### config.mk
export PLATFORM = sky130hd
export DESIGN_NAME = c7bifu_fcl_mo
export DESIGN_NICKNAME = d
export VERILOG_FILES = /design/src/rtl/c7bifu_pkg.sv /design/src/rtl/c7bifu_updn_cnt.sv /design/src/rtl/c7bifu_fcl_mo.sv
export SDC_FILE = /design/constraint.sdc
export NUM_CORES = 1
export LEC_CHECK = 0
export CAP_MARGIN = 20
export CORE_AREA = 2 2 39 41
export CTS_BUF_LIST = sky130_fd_sc_hd__clkbuf_8 sky130_fd_sc_hd__clkbuf_16
export DETAILED_ROUTE_END_ITERATION = 10
export DIE_AREA = 0 0 41 43
export PLACE_DENSITY_LB_ADDON = 0.08
export SLEW_MARGIN = 15
export SYNTH_ARGS = -nofsm -noshare
export SYNTH_HDL_FRONTEND = slang
export SYNTH_SLANG_ARGS = --single-unit
### constraint.sdc
create_clock -name clk -period 2.7 [get_ports clk]
set_input_delay 0.54 -clock clk [delete_from_list [all_inputs] [get_ports clk]]
set_output_delay 0.54 -clock clk [all_outputs]
set_load 0.01 [all_outputs]
### src/rtl/c7bifu_pkg.sv
// Shared types for the IFU fetch-control block: pf address select index and sizing bounds.
package c7bifu_pkg;

   localparam int unsigned MAX_OUTSTANDING_LIMIT = 8;

   typedef enum logic [2:0] {
      SelInit,
      SelIsr,
      SelErt,
      SelBrn,
      SelInc,
      SelOld
   } pf_sel_e;

   // Bit order {init, isr, ert, brn, inc, old}.
   function automatic logic [5:0] sel_onehot(input pf_sel_e sel);
      logic [5:0] oh;
      oh = '0;
      unique case (sel)
         SelInit: oh = 6'b100000;
         SelIsr:  oh = 6'b010000;
         SelErt:  oh = 6'b001000;
         SelBrn:  oh = 6'b000100;
         SelInc:  oh = 6'b000010;
         SelOld:  oh = 6'b000001;
         default: oh = '0;
      endcase
      return oh;
   endfunction

endpackage

### src/rtl/c7bifu_updn_cnt.sv
// Saturating up/down counter with parallel load; clamps at 0 and at MAX.
module c7bifu_updn_cnt #(
   parameter int unsigned WIDTH = 2,
   parameter int unsigned MAX   = 2
) (
   input  logic             clk,
   input  logic             reset,
   input  logic             i_load,
   input  logic [WIDTH-1:0] i_load_val,
   input  logic             i_inc,
   input  logic             i_dec,
   output logic [WIDTH-1:0] o_cnt
);

   localparam logic [WIDTH-1:0] MaxVal = WIDTH'(MAX);

   logic [WIDTH-1:0] r_cnt;
   logic [WIDTH-1:0] w_cnt_nxt;

   always_comb begin
      w_cnt_nxt = r_cnt;
      if (i_load) begin
         w_cnt_nxt = i_load_val;
      end else if (i_inc && !i_dec && (r_cnt != MaxVal)) begin
         w_cnt_nxt = r_cnt + WIDTH'(1);
      end else if (i_dec && !i_inc && (r_cnt != '0)) begin
         w_cnt_nxt = r_cnt - WIDTH'(1);
      end
   end

   always_ff @(posedge clk) begin
      if (reset) begin
         r_cnt <= '0;
      end else begin
         r_cnt <= w_cnt_nxt;
      end
   end

   assign o_cnt = r_cnt;

endmodule

### src/rtl/c7bifu_fcl_mo.sv
// IFU fetch control: pf address select, request throttling and flush cancellation of
// in-flight responses. Define C7BIFU_FCL_PERF_EN to add the perf_cancel_cnt counter.
module c7bifu_fcl_mo
   import c7bifu_pkg::*;
#(
   parameter int unsigned MAX_OUTSTANDING = 2,
   localparam int unsigned CNT_W = $clog2(MAX_OUTSTANDING + 1)
) (
   input  logic             clk,
   input  logic             reset,
   output logic             ifu_icu_req_ic1,
   input  logic             icu_ifu_ack_ic1,
   input  logic             icu_ifu_data_valid_ic2,
   input  logic             ibuf_full,
   input  logic             exu_ifu_except,
   input  logic             exu_ifu_branch,
   input  logic             exu_ifu_ertn,
   output logic             pf_addr_sel_init,
   output logic             pf_addr_sel_old,
   output logic             pf_addr_sel_inc,
   output logic             pf_addr_sel_brn,
   output logic             pf_addr_sel_isr,
   output logic             pf_addr_sel_ert,
   output logic             pf_addr_en,
   output logic             icu_data_vld,
   output logic [CNT_W-1:0] outstanding_cnt,
   output logic             proto_err
`ifdef C7BIFU_FCL_PERF_EN
   ,
   output logic [15:0]      perf_cancel_cnt
`endif
);

   if ((MAX_OUTSTANDING < 1) || (MAX_OUTSTANDING > MAX_OUTSTANDING_LIMIT)) begin : g_param_chk
      $error("MAX_OUTSTANDING out of range");
   end

   localparam logic [CNT_W-1:0] MaxCnt = CNT_W'(MAX_OUTSTANDING);

   logic             r_init;
   logic             r_req;
   logic             r_proto_err;
   logic             w_flush;
   logic             w_req_ack;
   logic             w_req_nxt;
   logic             w_cnt_room;
   logic [CNT_W:0]   w_cnt_ack;
   logic [CNT_W-1:0] w_cancel_cnt;
   logic [CNT_W-1:0] w_cancel_load;
   pf_sel_e          w_sel;

   assign w_flush   = exu_ifu_except | exu_ifu_branch | exu_ifu_ertn;
   assign w_req_ack = r_req & icu_ifu_ack_ic1;

   // Room check counts a request acked this cycle, so a new one never overshoots the limit.
   assign w_cnt_ack  = {1'b0, outstanding_cnt} + {{CNT_W{1'b0}}, w_req_ack};
   assign w_cnt_room = w_cnt_ack < {1'b0, MaxCnt};
   assign w_req_nxt  = ~r_init & ((r_req & ~icu_ifu_ack_ic1) | (~ibuf_full & w_cnt_room));

   always_comb begin
      if (r_init) begin
         w_sel = SelInit;
      end else if (exu_ifu_except) begin
         w_sel = SelIsr;
      end else if (exu_ifu_ertn) begin
         w_sel = SelErt;
      end else if (exu_ifu_branch) begin
         w_sel = SelBrn;
      end else if (w_req_ack) begin
         w_sel = SelInc;
      end else begin
         w_sel = SelOld;
      end
   end

   assign {pf_addr_sel_init, pf_addr_sel_isr, pf_addr_sel_ert,
           pf_addr_sel_brn, pf_addr_sel_inc, pf_addr_sel_old} = reset ? 6'b0 : sel_onehot(w_sel);

   assign pf_addr_en      = ~reset & (r_init | w_flush | w_req_ack);
   assign ifu_icu_req_ic1 = r_req;
   assign icu_data_vld    = ~reset & icu_ifu_data_valid_ic2 & (w_cancel_cnt == '0);
   assign proto_err       = r_proto_err;

   // Everything still in flight after this cycle's ack/return becomes stale on a flush.
   always_comb begin
      w_cancel_load = outstanding_cnt;
      if (icu_ifu_ack_ic1 && !icu_ifu_data_valid_ic2 && (outstanding_cnt != MaxCnt)) begin
         w_cancel_load = outstanding_cnt + CNT_W'(1);
      end else if (icu_ifu_data_valid_ic2 && !icu_ifu_ack_ic1 && (outstanding_cnt != '0)) begin
         w_cancel_load = outstanding_cnt - CNT_W'(1);
      end
   end

   always_ff @(posedge clk) begin
      if (reset) begin
         r_init      <= 1'b1;
         r_req       <= 1'b0;
         r_proto_err <= 1'b0;
      end else begin
         r_init <= 1'b0;
         r_req  <= w_req_nxt;
         if (icu_ifu_data_valid_ic2 && (outstanding_cnt == '0) && !icu_ifu_ack_ic1) begin
            r_proto_err <= 1'b1;
         end
      end
   end

   c7bifu_updn_cnt #(
      .WIDTH (CNT_W),
      .MAX   (MAX_OUTSTANDING)
   ) u_outstanding_cnt (
      .clk        (clk),
      .reset      (reset),
      .i_load     (1'b0),
      .i_load_val ({CNT_W{1'b0}}),
      .i_inc      (icu_ifu_ack_ic1),
      .i_dec      (icu_ifu_data_valid_ic2),
      .o_cnt      (outstanding_cnt)
   );

   c7bifu_updn_cnt #(
      .WIDTH (CNT_W),
      .MAX   (MAX_OUTSTANDING)
   ) u_cancel_cnt (
      .clk        (clk),
      .reset      (reset),
      .i_load     (w_flush),
      .i_load_val (w_cancel_load),
      .i_inc      (1'b0),
      .i_dec      (icu_ifu_data_valid_ic2),
      .o_cnt      (w_cancel_cnt)
   );

`ifdef C7BIFU_FCL_PERF_EN
   logic        w_drop;
   logic [15:0] r_perf_cancel_cnt;

   assign w_drop = icu_ifu_data_valid_ic2 & (w_cancel_cnt != '0);

   always_ff @(posedge clk) begin
      if (reset) begin
         r_perf_cancel_cnt <= '0;
      end else if (w_drop && (r_perf_cancel_cnt != 16'hFFFF)) begin
         r_perf_cancel_cnt <= r_perf_cancel_cnt + 16'd1;
      end
   end

   assign perf_cancel_cnt = r_perf_cancel_cnt;
`endif

endmodule

# ---- Word-level counts from Yosys, hierarchy flattened
# Index checks and enable logic that the tools add are counted.
# W data, S select, Z words.
dict set report totals {
  reg_bits 7
  latch_bits 0
  ram_bits 0
  romBits 0
  inputBits 8
  output_inout_bits 12
  word_cells 59
  memories 0
}
dict set report op_classes {
  n_addsub 4
  multipliers 0
  div 0
  n_lt_le_gt_ge 1
  n_eq_ne 6
  n_shift 0
  mux 12
  bitwise 16
  reduce_logical 15
}
# cell n
set op_table {}
lappend op_table {{$pmux W6 S6} 1}
lappend op_table {{$mux W3} 4}
lappend op_table {{$mux W2} 4}
lappend op_table {{$and A1 B1 Y1} 7}
lappend op_table {{$logic_and A1 B1 Y1} 7}
lappend op_table {{$eq A3 B2 Y1 const B} 2}
lappend op_table {{$eq A3 B3 Y1 const B} 2}
lappend op_table {{$mux W6} 1}
lappend op_table {{$reduce_bool A2 Y1} 3}
lappend op_table {{$or A1 B1 Y1} 5}
lappend op_table {{$logic_not A2 Y1} 2}
lappend op_table {{$not A1 Y1} 4}
lappend op_table {{$sub A2 B1 Y2 const B} 2}
lappend op_table {{$add A2 B1 Y3} 1}
lappend op_table {{$eq A3 B1 Y1 const B} 1}
lappend op_table {{$logic_not A3 Y1} 1}
lappend op_table {{$lt A3 B2 Y1 const B} 1}
lappend op_table {{$add A2 B1 Y2 const B} 1}
lappend op_table {{$logic_not A1 Y1} 2}
lappend op_table {{$mux W1} 2}
lappend op_table {{$ne A2 B2 Y1 const B} 1}

# ---- Longest topological paths before layout
dict set report depth {
  ltp_word 9
  mapped_depth 6
  ltp_nobuf 6
}

# ---- By module
# Synthesis repeated with hierarchy kept, for this count alone.
dict set report hier_totals {
  hier_cells 70
  hier_area_um2 543.0
}
# module instances cells_each area_per_inst_um2 seq_area_each_um2
set modules_own_cells {}
lappend modules_own_cells {c7bifu_fcl_mo 1 38 275.3 60.1}
lappend modules_own_cells {c7bifu_updn_cnt 2 16 133.9 40.0}

# ---- Least setup slack after synthesis
# Ideal clock, no wire load.
dict set report synth_timing {
  path_kind {input to output}
  start {in reset}
  end {out pf_addr_sel_ert}
  t_arrival_ns 1.173
  required_time_ns 2.160
  slack_ns 0.987
  path_stages 2
  n_path_buf 1
  cell_sequence {clkbuf_1 nor4b_1}
}
dict set report synth_via {
  elab_chain_cells 1
}
# item line_no
set synth_rtl {}
lappend synth_rtl {{start, declared} c7bifu_fcl_mo.sv:10} ;# input logic reset,
lappend synth_rtl {{$mux W6} c7bifu_fcl_mo.sv:77} ;# pf_addr_sel_brn, pf_addr_sel_inc, pf_addr_sel_old} = reset ? 6'b0 : sel_onehot(w_sel);
lappend synth_rtl {{end, declared} c7bifu_fcl_mo.sv:23} ;# output logic pf_addr_sel_ert,
# No other way between the ends.

# ---- Worst setup path in the final report
dict set report layout_timing {
  start {in exu_ifu_ertn}
  end {out pf_addr_sel_old}
}
dict set report layout_via {
  elab_chain_cells 6
  word_cells_on_any_way 11
  classes_between {eq/ne (5); mux (5); reduce/logical (1)}
}
# item line_no
set layout_rtl {}
lappend layout_rtl {{start, declared} c7bifu_fcl_mo.sv:17} ;# input logic exu_ifu_ertn,
lappend layout_rtl {{$mux W3 (*)} c7bifu_fcl_mo.sv:65} ;# end else if (exu_ifu_ertn) begin
lappend layout_rtl {{$mux W3 (*)} c7bifu_fcl_mo.sv:63} ;# end else if (exu_ifu_except) begin
lappend layout_rtl {{$mux W3 (*)} c7bifu_fcl_mo.sv:61} ;# if (r_init) begin
lappend layout_rtl {{$eq A3 B3 Y1, or another cell as far along} c7bifu_pkg.sv:19} ;# unique case (sel)
lappend layout_rtl {{$pmux W6 S6 (*)} c7bifu_pkg.sv:19}
lappend layout_rtl {{$mux W6 (*)} c7bifu_fcl_mo.sv:77}
lappend layout_rtl {{end, declared} c7bifu_fcl_mo.sv:19} ;# output logic pf_addr_sel_old,
# Mark *: on every way between the ends. The rest lies on a longest branch, timed or not.

==> results.toml <==
[cts]
post-cts-setup-buffer-count = 0
clock_insertion_delay_worst_skew_ns = 0.23
cts_resized = 0
numCtsBuffers = 3
tritoncts = "yes"
cts_max_path_buffers = 2
cts_hold_buffers = 0
clkSlewWorstSetupHoldPaths_ns = 0.04
numClockSinks = 7
ctsHtreeMaxLevel = 1
cts_root_buf = "sky130_fd_sc_hd__clkbuf_8"

[synth]
synth_top_area_share_pct = 32.3
total_standard_cell_area_after_synthesis_um2 = 434
synth_sequential_area_ratio_pct = 32.3
post_synthesis_cell_type_with_the_largest_combined_area = "sky130_fd_sc_hd__dfxtp_1"
yosys_register_bits = 7
netlist-cell-type-count = 24
synth-async-reset-ratio_pct = 0
post_synth_main_area_contributors = "sky130_fd_sc_hd__dfxtp_1, sky130_fd_sc_hd__ha_1, sky130_fd_sc_hd__a21oi_1, sky130_fd_sc_hd__nor2_1, sky130_fd_sc_hd__a211oi_1"
post_synth_mux_area_share_pct = 2.31
synthesis.area_per_instance_um2 = 7.75
synthCells = 56
ys_dominant_reg_cell = "sky130_fd_sc_hd__dfxtp_1"
mappedNetlistNets = 67
synth-xor-area-share_pct = 2.02
yosysWarningCount = 0
yosys.area_share.adder_pct = 8.65
synth_top_family_by_area = "simple AND/OR/NAND/NOR gates"
number_of_synthesized_flops_with_an_enable_pin = 0
synth_simple_gate_area_share_pct = 26.2
synth_compound_area_share_pct = 21.3

[cells_and_area]
drive_gt1_share_pct = 11.1
areaGrowthSynthToFinish_pct = 63.7
diodes = 0
mostFrequentLayoutCell = "sky130_fd_sc_hd__clkdlybuf4s50_1"
num-nets-final = 93
most-common-layout-cells = "sky130_fd_sc_hd__clkdlybuf4s50_1, sky130_fd_sc_hd__nor2_1, sky130_fd_sc_hd__dfxtp_1"
layoutNonFillerInstCount = 97

[timing]
unrepaired_setup_endpoints_after_global_routing = "false"
final.min_clock_period_ns = 2.55
timing_worst_slew_pin_value_ns = 0.287
final.setup.worst_slack_ns = 0.147
finClkSkew_ns = 0.000756
report.final.slew_viol_count = 0
worst_hold_slack_ns = 0.465
final-setup-viol-count = 0
fin_setup_tns_ns = 0
relSlewSlack_pct = 80.6
hold_viol = 0
layout_worst_path_cycle_share_pct = 94.6
achievable-frequency_mhz = 392

[floorplan]
core_um2 = 1380
boundaryPins = 20
die_height_um = 43
die-area_um2 = 1760
initial_core_util_pct = 31.4
horizontal_die_dimension_um = 41
row_count = 14

[setup_path]
crit_path_end_kind = "output port"
critical_path_class = "in2out"
cp.required_ns = 2.16
arrival_ns = 2.01
start_kind = "primary input"
worst-r2r-setup-slack_ns = 1.13
critPathMaxFanout = 3

[grt]
globalRouteOverflowTotal = 0
grtUsageTotal_pct = 15.1
number_of_global_route_vias_before_repair = 442
grt_pass1_wl_um = 1730
number_of_antenna_violations_at_the_first_check_in_global_routing = 0
grt_start_max_net_pins = 12

[routing]
detail_route.vias_per_cell = 4.98
wl_per_cell_um = 11.0
dr.first_iter.drc_count = 4
antenna_violation_net_count_after_detailed_routing = 0
routed_wl_um = 1070
drt_first_pass_iters = 2
post-route-drc-count = 0
via_count = 483

[power]
vdd.ir_drop.worst_mv = 0.249
p_leak_nw = 0.277
power_density_nw_per_um2 = 548

[run_status]
status = "complete, no violations"

[place]
gp_routability_congestion = 0.625
port_buffers = 19
dp_hpwl_um = 821
place_worst_setup_slack_ns = 0.145
placedCellCount = 93

[run]
cap_viol_max_count = 0

[min_path]
hold_path_class = "reg2reg"
state kept, by name (all words and copies together), names as in the netlist:
| signal | flops |
|---|---|
| proto_err | 1 |
| ifu_icu_req_ic1 | 1 |
| u_cancel_cnt.o_cnt | 2 |
| r_init | 1 |
| u_outstanding_cnt.o_cnt | 2 |
report_power, final:
part,switching (W),total (W),internal (W)
sequential,0.0000106,0.000128,0.000117
clock,0.0000477,0.000146,0.0000984
combinational,0.0000530,0.000115,0.0000624
synthesized netlist by cell type (2+ instances only):
cell type	instances
sky130_fd_sc_hd__a211oi_1	3
sky130_fd_sc_hd__a21oi_1	6
sky130_fd_sc_hd__a31oi_1	2
sky130_fd_sc_hd__dfxtp_1	7
sky130_fd_sc_hd__ha_1	3
sky130_fd_sc_hd__inv_1	5
sky130_fd_sc_hd__nand2_1	4
sky130_fd_sc_hd__nor2_1	8
sky130_fd_sc_hd__nor2b_1	2
sky130_fd_sc_hd__nor3_1	2
per-layer routing:
metal	track usage [%]	vias up	part of all wire, %
li1	-	247	-
met1	17.9	211	48
met2	19.4	20	39
met3	6.28	5	8.3
met4	14.0	0	4.3
met5	0	-	0
final timing paths:
path / startpoint / to / cells after the start
worst min-delay path: proto_err / proto_err / 2
worst max register to register: u_outstanding_cnt.o_cnt[1] / u_cancel_cnt.o_cnt[1] / 5
worst min register to register: proto_err / proto_err / 2
worst max-delay path: exu_ifu_ertn / pf_addr_sel_old / 5
area by class of cell:
type                       instances  area, um2
fill                             142        673
multi-input combinational         41        263
timing repair buffer              23        220
sequential                         7        140
clock buffer                       3       41.3
inverter                           6       22.5
tap                               16       20.0
clock inverter                     1       3.75
worst max-delay path: stages:
cell	delay [ns]
sky130_fd_sc_hd__clkdlybuf4s50_1	0.44
sky130_fd_sc_hd__nor3_1	0.25
sky130_fd_sc_hd__nand2_1	0.11
sky130_fd_sc_hd__a21oi_1	0.12
sky130_fd_sc_hd__clkdlybuf4s50_1	0.55
kinds of logic after synthesis:
logic type,count (synthesis)
and+or+nand+nor,21
DFF,7
xor gates and xnor gates,1
adders and majority gates,3
muxes,1
AOI/OAI and AO/OA,15
buffers and inverters,8
stage by stage:
| step | power, W | cell area (um2) | utilization, % |
|---|---|---|---|
| after detailed placement | 0.000246 | 666 | 48.1 |
| final | 0.000389 | 711 | 51.4 |
| after CTS | 0.000396 | 711 | 51.4 |
| after global placement | 0.000246 | 666 | 48.1 |
| after floorplan | 0.000194 | 434 | - |
| after global routing | 0.000415 | 711 | 51.4 |
Power figures use the tool's default switching activity.
